==> src/rtl/video_pkg.sv <==
// Shared video geometry, pixel width and line-fill state encoding.
// Latency: none (declarations only).
// Backpressure: not applicable.
package video_pkg;

    localparam int NATIVE_HRES = 800;   // pixels per line, also the fill length
    localparam int NATIVE_VRES = 600;   // active lines per frame
    localparam int BITPERPIXEL = 12;    // pixel width
    localparam int ADDR_W      = 11;    // line index and pixel address width

    typedef enum logic [1:0] {
        ST_IDLE = 2'd0,
        ST_REQ  = 2'd1,
        ST_FILL = 2'd2,
        ST_DONE = 2'd3
    } fill_state_e;

endpackage

==> src/rtl/line_fill_counter.sv <==
// Pixel counter for one line fill: clears to zero, counts accepted beats, saturates at LAST.
// Latency: count updates on the edge after i_en; o_last is combinational from the count.
// Backpressure: none of its own; the owner gates i_en with its handshake.
//
// Ports:
//   clk, reset   clock and synchronous active-low reset
//   i_clr        restart the count at zero (wins over i_en)
//   i_en         one accepted beat this cycle
//   o_cnt        address of the next beat
//   o_last       the next beat is the final one of the line
module line_fill_counter #(
    parameter int W    = 11,
    parameter int LAST = 799
) (
    input  logic         clk,
    input  logic         reset,
    input  logic         i_clr,
    input  logic         i_en,
    output logic [W-1:0] o_cnt,
    output logic         o_last
);

    logic [W-1:0] r_cnt;

    assign o_cnt  = r_cnt;
    assign o_last = (r_cnt == W'(LAST));

    // Holding at LAST keeps the count from ever wrapping, even if a caller
    // keeps enabling after the final beat.
    always_ff @(posedge clk) begin
        if (!reset || i_clr) begin
            r_cnt <= '0;
        end else if (i_en && !o_last) begin
            r_cnt <= r_cnt + 1'b1;
        end
    end

endmodule

==> src/rtl/line_fill_scheduler.sv <==
// Ping-pong line-buffer fill sequencer: requests the next line, streams its pixels into the idle bank.
// Latency: one cycle from an accepted pixel beat to its line-cache write strobe.
// Backpressure: req_valid held until req_ready; px_ready high only while filling, dropping after the last pixel.
//
// Ports:
//   clk, reset                       clock, synchronous active-low reset
//   i_frame_start, i_line_start      timing-generator pulses
//   o_req_valid/i_req_ready/o_req_line   line request handshake to the source
//   i_px_valid/o_px_ready/i_px_data      pixel stream from the source
//   o_wr_en/o_wr_bank/o_wr_addr/o_wr_data line-cache write port
//   o_rd_bank, o_disp_line           bank and line scanout must use
//   o_underrun, o_busy               late-fill pulse, request/fill in progress
module line_fill_scheduler
    import video_pkg::*;
(
    input  logic                   clk,
    input  logic                   reset,
    input  logic                   i_frame_start,
    input  logic                   i_line_start,
    output logic                   o_req_valid,
    input  logic                   i_req_ready,
    output logic [ADDR_W-1:0]      o_req_line,
    input  logic                   i_px_valid,
    output logic                   o_px_ready,
    input  logic [BITPERPIXEL-1:0] i_px_data,
    output logic                   o_wr_en,
    output logic                   o_wr_bank,
    output logic [ADDR_W-1:0]      o_wr_addr,
    output logic [BITPERPIXEL-1:0] o_wr_data,
    output logic                   o_rd_bank,
    output logic [ADDR_W-1:0]      o_disp_line,
    output logic                   o_underrun,
    output logic                   o_busy
);

    localparam logic [1:0] S_IDLE = ST_IDLE;
    localparam logic [1:0] S_REQ  = ST_REQ;
    localparam logic [1:0] S_FILL = ST_FILL;
    localparam logic [1:0] S_DONE = ST_DONE;

    logic [1:0]             r_state;
    logic                   r_fill_bank;
    logic                   r_ready_flag;
    logic [ADDR_W-1:0]      r_next_line;
    logic                   r_rd_bank;
    logic [ADDR_W-1:0]      r_disp_line;
    logic                   r_underrun;
    logic                   r_wr_en;
    logic                   r_wr_bank;
    logic [ADDR_W-1:0]      r_wr_addr;
    logic [BITPERPIXEL-1:0] r_wr_data;

    logic                   w_last_line;
    logic                   w_ls_take;
    logic                   w_beat;
    logic                   w_pix_clr;
    logic                   w_pix_last;
    logic [ADDR_W-1:0]      w_pix_cnt;

    assign w_last_line = (r_next_line == ADDR_W'(NATIVE_VRES - 1));

    // IDLE with the last line already handed over means the frame is finished:
    // further line_starts are dropped silently. IDLE straight out of reset
    // still has next_line at 0, so a line_start there counts as a missed prefetch.
    assign w_ls_take = i_line_start && !i_frame_start && !((r_state == S_IDLE) && w_last_line);

    // A beat coinciding with an abort is not written.
    assign w_beat    = (r_state == S_FILL) && i_px_valid && !i_frame_start && !w_ls_take;
    assign w_pix_clr = i_frame_start || w_ls_take;

    line_fill_counter #(
        .W    (ADDR_W),
        .LAST (NATIVE_HRES - 1)
    ) u_pix_cnt (
        .clk    (clk),
        .reset  (reset),
        .i_clr  (w_pix_clr),
        .i_en   (w_beat),
        .o_cnt  (w_pix_cnt),
        .o_last (w_pix_last)
    );

    always_ff @(posedge clk) begin
        if (!reset) begin
            r_state      <= S_IDLE;
            r_fill_bank  <= 1'b0;
            r_ready_flag <= 1'b0;
            r_next_line  <= '0;
            r_rd_bank    <= 1'b0;
            r_disp_line  <= '0;
            r_underrun   <= 1'b0;
            r_wr_en      <= 1'b0;
            r_wr_bank    <= 1'b0;
            r_wr_addr    <= '0;
            r_wr_data    <= '0;
        end else begin
            r_wr_en    <= 1'b0;
            r_underrun <= 1'b0;
            if (i_frame_start) begin
                r_state      <= S_REQ;
                r_fill_bank  <= 1'b0;
                r_next_line  <= '0;
                r_ready_flag <= 1'b0;
                r_disp_line  <= '0;
            end else if (w_ls_take) begin
                if (r_ready_flag) begin
                    r_rd_bank   <= r_fill_bank;
                    r_fill_bank <= ~r_fill_bank;
                end else begin
                    // Late fill: scanout keeps the old bank and the refill
                    // goes back into the same bank for the following line.
                    r_underrun <= 1'b1;
                end
                r_disp_line  <= r_next_line;
                r_ready_flag <= 1'b0;
                if (w_last_line) begin
                    r_state <= S_IDLE;
                end else begin
                    r_next_line <= r_next_line + 1'b1;
                    r_state     <= S_REQ;
                end
            end else begin
                case (r_state)
                    S_REQ: begin
                        if (i_req_ready) begin
                            r_state <= S_FILL;
                        end
                    end
                    S_FILL: begin
                        if (w_beat) begin
                            r_wr_en   <= 1'b1;
                            r_wr_addr <= w_pix_cnt;
                            r_wr_data <= i_px_data;
                            r_wr_bank <= r_fill_bank;
                            if (w_pix_last) begin
                                r_state      <= S_DONE;
                                r_ready_flag <= 1'b1;
                            end
                        end
                    end
                    default: begin
                    end
                endcase
            end
        end
    end

    assign o_req_valid = (r_state == S_REQ);
    assign o_req_line  = r_next_line;
    assign o_px_ready  = (r_state == S_FILL);
    assign o_busy      = (r_state == S_REQ) || (r_state == S_FILL);
    assign o_wr_en     = r_wr_en;
    assign o_wr_bank   = r_wr_bank;
    assign o_wr_addr   = r_wr_addr;
    assign o_wr_data   = r_wr_data;
    assign o_rd_bank   = r_rd_bank;
    assign o_disp_line = r_disp_line;
    assign o_underrun  = r_underrun;

endmodule

==> config.mk <==
export PLATFORM = sky130hd
export DESIGN_NAME = line_fill_scheduler
export DESIGN_NICKNAME = d
export VERILOG_FILES = /design/src/rtl/video_pkg.sv /design/src/rtl/line_fill_counter.sv /design/src/rtl/line_fill_scheduler.sv
export SDC_FILE = /design/constraint.sdc
export NUM_CORES = 1
export LEC_CHECK = 0
export CAP_MARGIN = 20
export CORE_ASPECT_RATIO = 0.75
export CORE_MARGIN = 2
export CORE_UTILIZATION = 49
export CTS_CLUSTER_SIZE = 24
export DETAILED_ROUTE_END_ITERATION = 16
export PLACE_DENSITY = 0.82
export SKIP_LAST_GASP = 1
export SLEW_MARGIN = 20
export SYNTH_ARGS = -nofsm -noshare
export SYNTH_HDL_FRONTEND = slang
export SYNTH_SLANG_ARGS = --single-unit
==> constraint.sdc <==
create_clock -name clk -period 1.95 [get_ports clk]
set_input_delay 0.4875 -clock clk [delete_from_list [all_inputs] [get_ports clk]]
set_output_delay 0.4875 -clock clk [all_outputs]
set_load 0.1 [all_outputs]
==> out/metrics.cfg, run 1 <==
[yosys]
syn_nets = 360
yosysTopAreaCell = dfxtp_1
synthSimpleGateAreaFrac_pct = 23.56
yosys_warnings = 0
netlist_top_cells_area = dfxtp_1, nand3_1, a21oi_1
synth_compound_area_share_pct = 22.70
synth_most_common_cell = dfxtp_1
synth_mux_area_share_pct = 1.383
async_flop_share_pct = 0
yosys-top-cells-count = dfxtp_1, nand3_1, nand2_1
syn-mean-instance-area_um2 = 8.588
synth_flop_cell = dfxtp_1
ys_types = 47
synth_top_family_by_area = simple AND/OR/NAND/NOR gates
synthXorXnorAreaFrac_pct = 1.513
ys_seq_elements = 64
syn_inst = 337
synth_enable_flop_cells = 0
yosysTopAreaCellShare_pct = 44.27
synth_area_um2 = 2894
synthAdderAreaFrac_pct = 2.162
ys_seq_area_share_pct = 44.27

[min_path]
worstHoldStart = o_disp_line[9]
holdPathEnd = o_disp_line[9]
min_path_cells = 2
worstHoldPathType = register to register

[floorplan]
io_pins = 70
start_util_pct = 50.20
die_y_um = 70.56
core_um2 = 5766
die_area_um2 = 6543
rows = 24
fp.dieW_um = 92.74

[pwr]
p_sw_mw = 0.7379
power_frac_seq_pct = 45.2
p_int_mw = 2.161
p_leak_nw = 1.702
swShare_pct = 25.45
power_mw = 2.899
ir_worst_vdd_mv = 0.4314
power_frac_comb_pct = 11.1
power_frac_clock_pct = 43.7
p_per_area_nw_per_um2 = 613.5

[routing]
dr.pass1.iters = 5
routed_via_density = 5.915
ant_nets = 0
drc = 0
drtIter0Drc = 243
routedWlPerCell_um = 16.90
via_count = 3058
wl_um = 8736

[placed_design]
place_area_um2 = 4482
port-buffer-count = 69
place_congestion = 0.8904
dpl.hpwl_um = 6036

[clock_network]
cts.sinks = 64
cts_tree = built
cts-buffers-inserted = 9
clkTransAtPathRegs_ps = 80
ctsHoldBuffers = 0
htree_levels = 3
root_buffer = clkbuf_8
clockBufferDepth = 2
clock_latency_ps = 350

[timing]
finalHoldViolCount = 0
period_share_pct = 98.63
slew_headroom_pct = 68.81
fmax_ghz = 0.5200
rsz0062_at_grt = true
finalSetupViolCount = 0
whs_ps = 496.3
drv_slew = 0
min_period_ps = 1923
fin_worst_skew_ps = 8.697
tightest_slew_ps = 456.0

[grt]
grt.overflow.total = 0
grt_pass1_wl_um = 14580
antenna_found_initial = 0
grt_start_max_net_pins = 32
gr-usage-all-layers_pct = 27.88
grt_pass1_vias = 2957

[setup_path]
crit_family = simple AND/OR/NAND/NOR gates
end_kind = register
cp_slowest_cell = or4_4
crit_chain = nor4b_4 > buf_4 > a41oi_4 > buf_12 > or4_4 > a21oi_1
start_kind = register
crit_arrival_ps = 2220
rr_startpoint = o_req_line[5]
rrSetupSlack_ps = 30
cp.required_ps = 2240
rr_worst_depth = 6
critPathKind = register to register
critPathBufInv = 2
critPathMaxStageDelay_ps = 530
r2r-end = u_pix_cnt.o_cnt[10]
crit_fanout = 19

[layout]
nets = 457
design_area_um2 = 4726
drive_above_1_share_pct = 30.52
syn2layout_area_growth_pct = 63.29
antennaDiodeCount = 0

[job]
drv_cap = 0

[outcome]
status = finished, final reports clean

## flip-flops by register name, summed over array words and instances, names as in the netlist
register	flops
o_disp_line	11
o_req_line	11
o_wr_data	12
o_rd_bank	1
o_wr_bank	1
o_wr_en	1
r_fill_bank	1
u_pix_cnt.o_cnt	11
r_ready_flag	1
o_underrun	1
o_wr_addr	11
r_state	2
## cell usage in the layout (no fill, tap or decap), types with 4 or more instances in the layout
cell type / n
buf_12: 55
dfxtp_1: 53
nand3_1: 38
buf_4: 37
nand2_1: 32
a21oi_1: 29
o21ai_0: 26
nor2_1: 17
clkdlybuf4s50_1: 17
a21boi_1: 15
clkbuf_8: 9
dfxtp_4: 7
inv_1: 6
nor3_1: 6
nand2b_1: 5
or3_1: 5
a21boi_0: 5
a41o_1: 4
a31o_2: 4
mux2i_1: 4
dfxtp_2: 4
## per-stage QoR
step	setup slack [ps]	setup TNS [ps]	std cells	util (%)
CTS	21.35	0	516	81.53
global placement	-152.0	-4689	500	77.73
global route	-22.43	-22.43	517	81.97
floorplan	-7.650	-7.650	337	-
detailed placement	-260.5	-7801	500	77.73
finish	26.74	0	517	81.97
## worst reg2reg max path: stages, from the launching register on
cell and delay, ps:
dfxtp_2 340, nor4b_4 350, buf_4 180, a41oi_4 130
buf_12 180, or4_4 530, a21oi_1 150
## logic make-up after synthesis
group                      Yosys count
AOI/OAI and AO/OA                  100
xor gates and xnor gates             5
adders and majority gates            5
buffers and inverters               30
DFF                                 64
muxes                                4
and+or+nand+nor                    129
## power by group through the flow
stage	sequential, mW	clock [mW]	combinational, mW
2_1_floorplan	1.36	0	0.152
3_3_place_gp	1.34	0	0.309
3_5_place_dp	1.34	0	0.317
4_1_cts	1.31	1.28	0.320
5_1_grt	1.31	1.34	0.340
6_report	1.31	1.27	0.323
## per-layer routing
layer / global-route usage (%) / wire (um) / vias up
met3: 7.987 / 674 / 23
met1: 35.69 / 3678 / 1454
met2: 45.58 / 4193 / 154
met4: 9.967 / 189 / 0
met5: 0 / 0 / -
li1: - / - / 1427
## worst max path at each step
stage	slack (ps)	endpoint	from	cells after the start
floorplan	-8	o_req_line[8]	o_req_line[3]	5
global placement	-150	o_req_line[9]	i_frame_start	6
detailed placement	-260	r_state[0]	i_frame_start	6
CTS	20	u_pix_cnt.o_cnt[10]	o_req_line[1]	6
global route	-20	r_state[0]	i_frame_start	6
finish	30	u_pix_cnt.o_cnt[10]	o_req_line[5]	6
## layout make-up
cell class	instances	area, um^2
Timing Repair Buffer	110	1560
Inverter	6	22.52
Sequential cell	64	1313
Tap cell	78	97.59
Clock buffer	9	123.9
Clock inverter	7	93.84
Fill cell	313	1040
Multi-Input combinational cell	243	1515
## timing repair
item | 4_1_cts | 5_1_grt
endpoints found under the setup margin | 1 | 10
setup buffers | 0 | 1
pin swaps | 0 | 1
resized for setup | 1 | 4
Power figures use the tool's default switching activity.
==> run 2: changes to the inputs <==
--- a/config.mk
+++ b/config.mk
@@ -12,6 +12,7 @@
 export CTS_CLUSTER_SIZE = 24
 export DETAILED_ROUTE_END_ITERATION = 16
 export PLACE_DENSITY = 0.82
+export REMOVE_ABC_BUFFERS = 1
 export SKIP_LAST_GASP = 1
 export SLEW_MARGIN = 20
 export SYNTH_ARGS = -nofsm -noshare
==> out/metrics.cfg, run 2 (synthesis results as in run 1) <==
[floorplan]
rows = 24
io_pins = 70
die_area_um2 = 6543
start_util_pct = 50.20
core_um2 = 5766
die_y_um = 70.56
fp.dieW_um = 92.74

[clock_network]
clock_latency_ps = 340
clkTransAtPathRegs_ps = 70
htree_levels = 3
cts.sinks = 64
cts-buffers-inserted = 9
clockBufferDepth = 2
cts_tree = built
root_buffer = clkbuf_8
ctsHoldBuffers = 0

[routing]
route.met3.wl_um = 777
ant_nets = 0
top_layer = met4
wl_um = 10260
routed_via_density = 6.194
drc = 0
via_count = 3258
wl_met1_um = 3942
dr.pass1.iters = 6
routedWlPerCell_um = 19.50
wl_met2_um = 5047
drtIter0Drc = 518

[grt]
grt_pass1_wl_um = 15250
gr-usage-all-layers_pct = 29.61
grt.overflow.total = 0
antenna_found_initial = 0
grt_start_max_net_pins = 22
grt_pass1_vias = 3091

[setup_path]
critPathMaxStageDelay_ps = 510
cp.required_ps = 2220
rrSetupSlack_ps = -40
r2r-end = u_pix_cnt.o_cnt[0]
start_kind = register
crit_chain = ha_1 > and2_2 > a41oi_4 > buf_12 > or4_1 > a21oi_1
crit_arrival_ps = 2260
cp_slowest_cell = or4_1
crit_start = o_req_line[0]
rr_startpoint = o_req_line[0]
critPathKind = register to register
end_kind = register
timing.critical_path.to = u_pix_cnt.o_cnt[0]
crit_fanout = 17
rr_worst_depth = 6

[timing]
rsz0062_at_grt = true
drv_slew = 0
finalHoldViolCount = 0
fmax_ghz = 0.5030
tightest_slew_ps = 448.8
worst_slack_ps = -38.15
finalSetupViolCount = 3
slew_headroom_pct = 69.30
period_share_pct = 102.0
min_period_ps = 1988
fin_worst_skew_ps = 7.325

[layout]
antennaDiodeCount = 0
nets = 466
largest_reg_flops = 12
drive_above_1_share_pct = 29.02
fillCellCount = 328
syn2layout_area_growth_pct = 62.69
mostFrequentLayoutCells = dfxtp_1, buf_12, buf_4
final_common_cell = dfxtp_1

[pwr]
power_frac_comb_pct = 12.4
p_int_mw = 2.038
p_sw_mw = 0.6990
power_mw = 2.737
p_leak_nw = 1.724
ir_worst_vdd_mv = 0.5563
power_frac_seq_pct = 48.2
p_per_area_nw_per_um2 = 581.4
swShare_pct = 25.54
power_frac_clock_pct = 39.4

[job]
drv_cap = 0

[placed_design]
dpl.hpwl_um = 6538
place_congestion = 0.9395
dp_slack_ps = -346.1
port-buffer-count = 69

[min_path]
worstHoldPathType = register to register

[outcome]
status = finished, violations left
violations = setup timing

## run 2: changes by cell type in the layout (fill, tap and decap cells not counted), sizes merged
cell,delta
bufinv,-1
clkbuf,+3
buf,+9
inv,-2
## run 2: stage by stage
step	utilization [%]	hold WS [ps]	area, um^2	instances	TNS, ps
floorplan	-	456.6	2789	313	-50050
global placement	77.93	471.9	4493	509	-5737
detailed placement	77.93	485.8	4493	509	-12640
CTS	81.08	495.1	4674	525	0
global route	81.66	519.1	4708	526	-1206
finish	81.66	496.3	4708	526	-73.28
## run 2: layer usage
| layer | vias to the layer above | track usage (%) |
|---|---|---|
| li1 | 1436 | - |
| met1 | 1545 | 36.91 |
| met2 | 215 | 50.20 |
| met3 | 62 | 6.070 |
| met4 | 0 | 13.07 |
| met5 | - | 0 |
## run 2: worst min path at each step
stage / from / end / cells past startpoint
2_1_floorplan: u_pix_cnt.o_cnt[9] / o_wr_addr[9] / 2
3_3_place_gp: u_pix_cnt.o_cnt[9] / o_wr_addr[9] / 2
3_5_place_dp: o_disp_line[5] / o_disp_line[5] / 2
4_1_cts: o_disp_line[5] / o_disp_line[5] / 2
5_1_grt: o_disp_line[9] / o_disp_line[9] / 2
6_report: o_disp_line[5] / o_disp_line[5] / 2
## run 2: critical path, delay by kind of cell (launching register included)
kind,cells,cell delay [ps]
buffers and inverters,1,200
adders and majority gates,1,220
DFF,1,340
AOI/OAI and AO/OA,2,350
and+or+nand+nor,2,790
## run 2: layout make-up
| class | instances | area [um^2] | share of cell area, % |
|---|---|---|---|
| flip-flops and latches | 64 | 1282 | 27.24 |
| multi-input cells | 243 | 1510 | 32.08 |
| well taps | 78 | 97.59 | 2.073 |
| clock buffers | 12 | 135.1 | 2.870 |
| repair buffers | 119 | 1615 | 34.31 |
| inverters | 6 | 22.52 | 0.4783 |
| clock inverters | 4 | 45.04 | 0.9567 |
## run 2: what timing repair did
action | 4_1_cts | 5_1_grt
setup endpoints to repair | 1 | 14
cloned | 0 | 0
hold endpoints to repair | 0 | 0
resized for setup | 1 | 7
setup buffers | 0 | 1
## run 2: power groups by stage
stage	clock network, mW	logic (mW)	registers, mW
after detailed placement	0	0.321	1.35
final	1.08	0.339	1.32
after CTS	1.08	0.323	1.32
after global routing	1.15	0.352	1.32
after floorplan	0	0.133	1.37
after global placement	0	0.313	1.35
